`config.mk`:
```
export PLATFORM = sky130hd
export DESIGN_NAME = serial_add_ctrl
export DESIGN_NICKNAME = d
export VERILOG_FILES = /design/src/rtl/serial_add_ctrl_pkg.sv /design/src/rtl/serial_add_ctrl_ha_str.sv /design/src/rtl/serial_add_ctrl.sv
export SDC_FILE = /design/constraint.sdc
export NUM_CORES = 1
export LEC_CHECK = 0
export CAP_MARGIN = 15
export CORE_MARGIN = 8
export CORE_UTILIZATION = 30
export DETAILED_ROUTE_END_ITERATION = 7
export REMOVE_ABC_BUFFERS = 1
export SKIP_LAST_GASP = 1
export SYNTH_ARGS = -nofsm -noshare
export SYNTH_HDL_FRONTEND = slang
export SYNTH_HIERARCHICAL = 1
export SYNTH_SLANG_ARGS = --single-unit
```
`constraint.sdc`:
```
create_clock -name clk -period 2.68 [get_ports clk]
set_clock_uncertainty 0.1 [all_clocks]
set_input_delay 0.536 -clock clk [delete_from_list [all_inputs] [get_ports clk]]
set_output_delay 0.536 -clock clk [all_outputs]
set_load 0.05 [all_outputs]
```
`src/rtl/serial_add_ctrl_pkg.sv`:
```
// Shared definitions for the serial adder sequencer: FSM encoding, default width
// and the bit-counter width helper.
package serial_add_ctrl_pkg;

    typedef enum logic [1:0] {
        IDLE = 2'd0,
        P1   = 2'd1,
        P2   = 2'd2,
        DONE = 2'd3
    } state_e;

    localparam int DEFAULT_WIDTH = 8;

    // A 1-bit adder still needs a 1-bit counter register.
    function automatic int cnt_w(input int w);
        return (w <= 1) ? 1 : $clog2(w);
    endfunction

endpackage

```
`src/rtl/serial_add_ctrl_ha_str.sv`:
```
// Gate-level half adder; the single arithmetic cell shared by every pass of the
// serial adder.
module serial_add_ctrl_ha_str (
    input  logic a_i,
    input  logic b_i,
    output logic sum_o,
    output logic carry_o
);

    xor g_sum   (sum_o,   a_i, b_i);
    and g_carry (carry_o, a_i, b_i);

endmodule

```
`src/rtl/serial_add_ctrl.sv`:
```
// Bit-serial N-bit adder with carry-in: each bit takes two passes through one
// shared half adder (P1: a^b / a&b, P2: x^c / x&c), LSB first.
module serial_add_ctrl
    import serial_add_ctrl_pkg::*;
#(
    parameter int WIDTH = DEFAULT_WIDTH
) (
    input  logic             clk,
    input  logic             rst_n,
    input  logic             start,
    input  logic [WIDTH-1:0] a,
    input  logic [WIDTH-1:0] b,
    input  logic             cin,
    output logic             busy,
    output logic             done,
    output logic [WIDTH-1:0] sum,
    output logic             cout
);

    localparam int CW = cnt_w(WIDTH);

    state_e           state_q;
    logic [WIDTH-1:0] a_sh_q, b_sh_q, s_sh_q, s_sh_d;
    logic [CW-1:0]    cnt_q;
    logic             c_q, x_q, g_q, carry_d;
    logic             busy_q, done_q, cout_q;
    logic [WIDTH-1:0] sum_q;

    logic ha_a, ha_b, ha_s, ha_c;

    // Input mux of the shared cell; idle states park it at 0,0.
    always_comb begin
        ha_a = 1'b0;
        ha_b = 1'b0;
        case (state_q)
            P1: begin
                ha_a = a_sh_q[0];
                ha_b = b_sh_q[0];
            end
            P2: begin
                ha_a = x_q;
                ha_b = c_q;
            end
            default: ;
        endcase
    end

    serial_add_ctrl_ha_str u_ha_str (
        .a_i     (ha_a),
        .b_i     (ha_b),
        .sum_o   (ha_s),
        .carry_o (ha_c)
    );

    generate
        if (WIDTH == 1) begin : g_sh1
            assign s_sh_d = ha_s;
        end else begin : g_shn
            assign s_sh_d = {ha_s, s_sh_q[WIDTH-1:1]};
        end
    endgenerate

    assign carry_d = g_q | ha_c;

    always_ff @(posedge clk or negedge rst_n) begin
        if (!rst_n) begin
            state_q <= IDLE;
            a_sh_q  <= '0;
            b_sh_q  <= '0;
            s_sh_q  <= '0;
            cnt_q   <= '0;
            c_q     <= 1'b0;
            x_q     <= 1'b0;
            g_q     <= 1'b0;
            busy_q  <= 1'b0;
            done_q  <= 1'b0;
            sum_q   <= '0;
            cout_q  <= 1'b0;
        end else begin
            case (state_q)
                IDLE: begin
                    if (start) begin
                        a_sh_q  <= a;
                        b_sh_q  <= b;
                        c_q     <= cin;
                        cnt_q   <= '0;
                        state_q <= P1;
                        busy_q  <= 1'b1;
                    end
                end
                P1: begin
                    x_q     <= ha_s;
                    g_q     <= ha_c;
                    state_q <= P2;
                end
                P2: begin
                    s_sh_q <= s_sh_d;
                    c_q    <= carry_d;
                    a_sh_q <= a_sh_q >> 1;
                    b_sh_q <= b_sh_q >> 1;
                    cnt_q  <= cnt_q + CW'(1);
                    // Result registers are only touched with the complete word.
                    if (cnt_q == CW'(WIDTH - 1)) begin
                        sum_q   <= s_sh_d;
                        cout_q  <= carry_d;
                        state_q <= DONE;
                        busy_q  <= 1'b0;
                        done_q  <= 1'b1;
                    end else begin
                        state_q <= P1;
                    end
                end
                DONE: begin
                    done_q  <= 1'b0;
                    state_q <= IDLE;
                end
                default: state_q <= IDLE;
            endcase
        end
    end

    assign busy = busy_q;
    assign done = done_q;
    assign sum  = sum_q;
    assign cout = cout_q;

endmodule
```
# == After elaboration in Yosys (flattened, before gate mapping) ==
# Index checks and enable logic that the tools add are counted.
# word_totals
regBits,43
input_bits,20
romBits,0
mem_count,0
ram_bits,0
latchBits,0
output_inout_bits,11
word_cells,47
# op_classes
addsub,1
reduce_logical,7
eq_ne,6
multipliers,0
n_shift,0
div_mod_pow,0
bitwise,3
n_mux,18
order_cmp,0
# op_table
operator,count
one-hot mux 8 bit (2 select lines),2
two-way mux 8 bit,2
one-hot mux 1 bit (2 select lines),5
one-hot mux 2 bit (4 select lines),1
one-hot mux 3 bit (2 select lines),1
AND reduction 2 bit,3
"== test 2 bit, second input constant",2
two-way mux 1 bit,4
two-way mux 2 bit,2
"inequality test 2 bit, second input constant",2
nonzero test 2 bit,2
"adder 3 x 1 -> 3 bit, second input constant",1
"== test 3 bit, second input constant",1
two-way mux 3 bit,1
AND reduction 3 bit,1
"== test 2 x 1 -> 1 bit, second input constant",1
zero test 2 bit,1
AND 1 bit,1
bitwise OR 1 bit,1
bitwise XOR 1 bit,1

# == Logic depth before layout (Yosys ltp) ==
# Gate-level depths: netlist of the first run.
# depth
word_depth,5
ltp_mapped,10
mapped_depth_nobuf,8

# == By module ==
# The synthesis of the first run kept the hierarchy.
# modules_own_cells
module,n_inst,cells_each,seq_area_each_um2,area_each_um2
serial_add_ctrl,1,155,1051.0,1986.9
serial_add_ctrl_ha_str,1,1,0.0,12.5

# == Least setup slack after synthesis of the first run ==
# Ideal clock, no wire load.
# synth_timing
kind,register to register
from,register state_q[0]
to,register c_q
path_stages_with_launch,11
slack_ps,710
arrival_time_ps,1752
n_path_buf,2
cell_sequence,dfrtp_1 > inv_1 > ha_1 > buf_4 > buf_4 > a22oi_1 > nor2b_1 > ha_1 > nor2_1 > a211oi_2 > a21o_1
# synth_via
elab_chain_cells,5
word_cells_on_any_way,11
cone_classes,eq/ne: 3; mux: 3; bitwise: 2; reduce/logical: 3
# synth_lines
item,line_no,text
"start, declared",serial_add_ctrl.sv:22,state_e state_q;
"start signal, assigned",serial_add_ctrl.sv:67,state_q <= IDLE;
"start signal, assigned",serial_add_ctrl.sv:87,state_q <= P1;
"start signal, assigned",serial_add_ctrl.sv:94,state_q <= P2;
== test 2 bit or == test 2 x 1 -> 1 bit (tied branches),serial_add_ctrl.sv:35,case (state_q)
one-hot mux 1 bit (2 select lines) (*),serial_add_ctrl.sv:35,
net ha_b,serial_add_ctrl.sv:29,"logic ha_a, ha_b, ha_s, ha_c;"
AND 1 bit (*),serial_add_ctrl_ha_str.sv:11,"and g_carry (carry_o, a_i, b_i);"
net ha_c,serial_add_ctrl.sv:29,
bitwise OR 1 bit (*),serial_add_ctrl.sv:63,assign carry_d = g_q | ha_c;
one-hot mux 1 bit (2 select lines) (*),serial_add_ctrl.sv:80,case (state_q)
"end signal, assigned",serial_add_ctrl.sv:85,c_q <= cin;
"end signal, assigned",serial_add_ctrl.sv:98,c_q <= carry_d;
"end, declared",serial_add_ctrl.sv:25,"logic c_q, x_q, g_q, carry_d;"
# Mark *: on every way through the listed nets, which the timed path passes. The rest lies on a longest branch.
# A chain may end at the register's enable or synchronous reset.

# == Worst setup path in the final report of the first run ==
# layout_timing
from,register cout_q (netlist: cout)
to,output port cout
# layout_rtl
item,line_no,text
"start, declared",serial_add_ctrl.sv:26,"logic busy_q, done_q, cout_q;"
"start signal, assigned",serial_add_ctrl.sv:105,cout_q <= carry_d;
"end, declared",serial_add_ctrl.sv:17,output logic cout
# No word-level cell between the ends.

==> results.toml, run 1 <==
[status]
outcome = "finished, final reports clean"

[routing]
drt_first_pass_iters = 4
drc = 0
routed-via-count = 1207
wl_per_cell_um = 13.50
drtIter0Drc = 53
antenna_left = 0
routed_wl_mm = 3.577
via_per_inst = 4.555

[critical_path]
path_class = "flip-flop to output port"
rr_worst_depth = 7
cp.depth = 1
crit_path_end = "cout"
cp.arrival_ns = 1.47
cp_slowest_cell = "clkdlybuf4s50_1"
r2r_end = "busy$_DFFE_PN0P_"
worstPathMaxFanout = 2
cp_top_family = "buffers and inverters"
cp-end-kind = "output port"
worst-path-buf-inv = 1
regToRegSetupSlack_ns = 0.71
critPathMaxStageDelay_ns = 0.81
crit_start = "cout$_DFFE_PN0P_"
r2r_start = "state_q[0]$_DFFE_PN0P_"
cp.required_ns = 2.04
crit_path_cell_trace = "clkdlybuf4s50_1"
crit_path_start_kind = "flip-flop"

[clock_network]
hold_buffers = 0
cts_setup_buffers = 0
cts_tree = "built"
clk_path_buf_depth = 2
clockRootBuffer = "clkbuf_8"
cts.clk_slew.worst_paths_ns = 0.08
cts-htree-levels = 2
clk_latency_ns = 0.29
cts_made_buffers = 5
cts_sinks = 42
cts_resized = 0

[synth]
synth_common_cells = "dfrtp_1 (42), mux2_2 (17), mux2i_1 (15)"
synth_seq_cells = 42
syn-cell-area_sq_um = 1999
ys_types = 26
yosysWarnings = 6
ys.flop_type = "dfrtp_1"
synth.area.top_cells = "dfrtp_1 (53%), mux2_2 (9.6%), mux2i_1 (7.5%)"
ys_seq_area_frac = 0.5257
synth_top_area_share = 0.5257
synthArstFlopShare = 1.000
synth_cells = 156
synth_top_area_cell = "dfrtp_1"
syn_area_per_cell_sq_um = 12.82
synth_edf_count = 0
synth.most_common_cell = "dfrtp_1"

[global_routing]
grt_max_degree = 40
grt_pass1_wl_mm = 6.334
grt_pass1_vias = 1288
grt_use_total = 0.08261
antenna_found_initial = 0
grt_overflow = 0

[power]
power-per-cell-area_nw_per_um2 = 1030
ir_drop_mv = 0.4922
leakagePower_uw = 0.001109

[finish]
areaGrowthSynthToFinish_pct = 22.59
fin_util = 0.3838
layout-drive-gt1-share = 0.2766
diodes = 0
finalNetCount = 219

[placed_design]
port_buffers = 30
dp_hpwl_mm = 2.603
globalplace.congestion = 0.6483

[sta]
fmax_ghz = 0.4754
fin_crit_sh = 0.7849
min_period_ns = 2.104
tns_ns = 0
setup_viol_count_final = 0
rsz0062_at_grt = "false"
drv_slew = 0
worstMarginPinSlew_ns = 0.5060
hold_violations = 0
slew_headroom = 0.6616

[floorplanning]
num_io_pins = 31
die_y_um = 97.64
die-area_sq_um = 9533
placementRows = 29
core_sq_um = 6386
start_util = 0.3131
die_x_um = 97.64

[flow_run]
max_cap_viol_count = 0

[min_path]
hold_path.class = "input port to asynchronous set/reset pin"
==> power breakdown <==
part           total, uW  internal, uW  switching (uW)
Sequential          1000           862             141
Combinational       1120           513             608
Clock                399           199             201
Total               2520          1570             950
==> how the worst min path moves through the flow <==
stage | from | end | depth (start not counted)
3_5_place_dp | rst_n | b_sh_q[4]$_DFFE_PN0P_ | 1
6_report | rst_n | b_sh_q[4]$_DFFE_PN0P_ | 1
3_3_place_gp | rst_n | b_sh_q[4]$_DFFE_PN0P_ | 1
2_1_floorplan | rst_n | a_sh_q[0]$_DFFE_PN0P_ | 0
4_1_cts | rst_n | b_sh_q[4]$_DFFE_PN0P_ | 1
5_1_grt | rst_n | b_sh_q[3]$_DFFE_PN0P_ | 1
==> logic make-up (layout without fill, tap and decap cells) <==
logic type / after synthesis / in the layout / synth area share
adder cells (fa/ha/maj): 10 / 10 / 0.06258
flip-flops: 42 / 42 / 0.5257
multiplexers: 33 / 33 / 0.1821
AO/OA/AOI/OAI: 31 / 31 / 0.1151
AND/OR/NAND/NOR: 28 / 28 / 0.07260
buffers and inverters: 12 / 44 / 0.04192
==> registers in the layout (all words and copies together), names as in the netlist <==
register  flops
sum           8
done          1
x_q           1
g_q           1
state_q       2
busy          1
c_q           1
s_sh_q        7
cnt_q         3
b_sh_q        8
a_sh_q        8
cout          1
==> per-stage QoR <==
step	total power [uW]	cell area, sq um	setup WS, ns	std cells	hold slack [ns]
finish	2524	2451	0.5765	265	0.02221
global route	2732	2451	0.5165	265	0.04658
CTS	2571	2451	0.5397	265	0.02742
detailed placement	2162	2369	0.6940	259	0.3486
global placement	2129	2369	0.7475	259	0.3467
floorplan	1840	1927	0.2009	147	0.1404
==> cells in the final DEF, fill, tap and decap left out <==
cell             count
dfrtp_1             42
clkdlybuf4s50_1     29
mux2_2              17
mux2i_1             15
nand2_2             10
o21ai_2             10
nand2_1             10
ha_1                10
o21ai_0              7
clkbuf_8             6
o21ai_1              4
buf_4                4
inv_1                3
nor2b_1              3
nand2b_1             3
a22oi_1              2
nor2_1               2
a32o_1               2
mux2i_4              1
o31ai_2              1
o2bb2ai_1            1
a211oi_2             1
a21o_1               1
a21oi_1              1
a31oi_1              1
buf_2                1
buf_12               1
==> area by class of cell <==
cell class | instances | area (sq um)
Fill cell | 647 | 3935
Sequential cell | 42 | 1051
Multi-Input combinational cell | 102 | 864.6
Timing Repair Buffer | 35 | 345.3
Tap cell | 77 | 96.34
Clock buffer | 6 | 82.58
Inverter | 3 | 11.26
==> per-layer routing <==
metal,share of wire,wire [um],track usage
met5,0,0,0
met4,0.016,58,0.03497
met3,0.057,205,0.03770
met2,0.48,1703,0.1298
met1,0.45,1611,0.09422
(Power assumes the default switching activity.)
==> run 2, diff against run 1 <==
==> constraint.sdc (replaced) <==
create_clock -name clk -period 2.1 [get_ports clk]
set_clock_uncertainty 0.1 [all_clocks]
set_input_delay 0.42 -clock clk [delete_from_list [all_inputs] [get_ports clk]]
set_output_delay 0.42 -clock clk [all_outputs]
set_load 0.05 [all_outputs]
==> results.toml, run 2 (same netlist as run 1, synthesis figures left out) <==
[status]
outcome = "finished, final reports clean"

[clock_network]
cts_tree = "built"
hold_buffers = 1
cts_setup_buffers = 0
cts_resized = 0
cts_sinks = 42
clockRootBuffer = "clkbuf_8"
clk_path_buf_depth = 2
cts.clk_slew.worst_paths_ns = 0.07
cts-htree-levels = 2
clk_latency_ns = 0.29
cts_made_buffers = 5

[power]
power-per-cell-area_nw_per_um2 = 1307
fin_total_pwr_uw = 3248
combPwrFrac = 0.444
leakagePower_uw = 0.001138
intPower_uw = 2032
ir_drop_mv = 0.5688
power_switching_share = 0.3745
pwr-share-clk = 0.161
p_sw_uw = 1216
pwr-share-seq = 0.394

[floorplanning]
die-area_sq_um = 9533
die_x_um = 97.64
core_sq_um = 6386
start_util = 0.3131
die_y_um = 97.64
placementRows = 29
num_io_pins = 31

[global_routing]
grt_use_total = 0.07764
antenna_found_initial = 0
met1_usage = 0.09484
grt_pass1_wl_mm = 6.175
grt_pass1_vias = 1301
grtUsageMet3 = 0.03058
use_met2 = 0.1200
grt_busiest_layer = "met2"
grt_max_degree = 43
grt_overflow = 0

[routing]
routed-via-count = 1223
drc = 0
antenna_left = 0
routed_wl_mm = 3.472
drtIter0Drc = 31
via_per_inst = 4.513
drt_first_pass_iters = 4
wl_per_cell_um = 12.81

[sta]
fin_hold_ws_ns = 0.3777
fin_crit_sh = 0.9316
drv_slew = 0
rsz0062_at_grt = "false"
worstMarginPinSlew_ns = 0.5138
slew_headroom = 0.6564
fmax_ghz = 0.5111
setup_viol_count_final = 0
hold_violations = 0
min_period_ns = 1.956

[finish]
multiInputGateArea_sq_um = 864.6
areaGrowthSynthToFinish_pct = 24.28
register_area_sq_um = 1051
finalNetCount = 223
layout-drive-gt1-share = 0.3041
final_common_cell = "dfrtp_1"
diodes = 0
most-common-layout-cells = "dfrtp_1 (42), clkdlybuf4s50_1 (26), mux2_2 (17)"
nFillCells = 624

[critical_path]
crit_path_start_kind = "flip-flop"
worstPathMaxFanout = 2
r2r_start = "state_q[0]$_DFFE_PN0P_"
cp.arrival_ns = 1.44
crit_path_cell_trace = "clkdlybuf4s50_1"
path_class = "flip-flop to output port"
regToRegSetupSlack_ns = 0.21
cp-end-kind = "output port"
critPathMaxStageDelay_ns = 0.81
rr_worst_depth = 6
cp.required_ns = 1.58
r2r_end = "sum[6]$_DFFE_PN0P_"
cp_slowest_cell = "clkdlybuf4s50_1"
worst-path-buf-inv = 1
cp_top_family = "buffers and inverters"

[min_path]
hold_path.class = "flip-flop to flip-flop"
hold_depth = 1
holdPathEnd = "cnt_q[0]$_DFFE_PN0P_"
hold_path_startpoint = "cnt_q[0]$_DFFE_PN0P_"

[placed_design]
dp_hpwl_mm = 2.557
port_buffers = 30
globalplace.congestion = 0.7307

[flow_run]
max_cap_viol_count = 0
-- run 2: cell type report --
class	instances	area share
clock buffer	7	0.03474
clock inverter	1	0.002014
inverter	3	0.004532
multi-input combinational	102	0.3479
sequential	42	0.4230
tap	77	0.03877
timing repair buffer	39	0.1490
-- run 2: worst max path at each step --
stage / start / endpoint / slack [ns] / cells past startpoint
floorplan: state_q[0]$_DFFE_PN0P_ / busy$_DFFE_PN0P_ / -0.38 / 5
global placement: state_q[1]$_DFFE_PN0P_ / c_q$_DFFE_PN0P_ / 0.21 / 8
detailed placement: state_q[0]$_DFFE_PN0P_ / sum[5]$_DFFE_PN0P_ / 0.21 / 6
CTS: sum[0]$_DFFE_PN0P_ / sum[0] / 0.12 / 1
global route: state_q[0]$_DFFE_PN0P_ / sum[7]$_DFFE_PN0P_ / 0.07 / 6
finish: sum[0]$_DFFE_PN0P_ / sum[0] / 0.14 / 1
-- run 2: metrics by stage --
stage                     setup TNS, ns    util  setup slack [ns]  cells  area [sq um]
after CTS                             0  0.3891            0.1154    271          2485
after global placement                0  0.3732            0.2102    262          2384
after global routing                  0  0.3891           0.07136    271          2485
after floorplan                  -9.282       -           -0.3791    147          1927
after detailed placement              0  0.3732            0.2131    262          2384
final                                 0  0.3891            0.1435    271          2485
-- run 2: per-layer routing --
| layer | share of wire | up-vias |
|---|---|---|
| li1 | - | 621 |
| met1 | 0.47 | 581 |
| met2 | 0.47 | 19 |
| met3 | 0.047 | 2 |
| met4 | 0.0040 | 0 |
| met5 | 0 | - |
-- run 2: power by group through the flow --
stage	logic, uW	registers (uW)	clock network, uW
after detailed placement	1470	1300	0
final	1440	1280	524
after global placement	1430	1300	0
after CTS	1480	1280	554
after floorplan	998	1350	0
after global routing	1600	1320	584
==> run 3, diff against run 2 <==
--- a/config.mk
+++ b/config.mk
@@ -8,6 +8,7 @@
 export CAP_MARGIN = 15
 export CORE_MARGIN = 8
 export CORE_UTILIZATION = 30
+export CTS_CLUSTER_DIAMETER = 30
 export DETAILED_ROUTE_END_ITERATION = 7
 export REMOVE_ABC_BUFFERS = 1
 export SKIP_LAST_GASP = 1
==> results of run 3 <==
Final layout, timing and power as in run 2 (identical DEF).
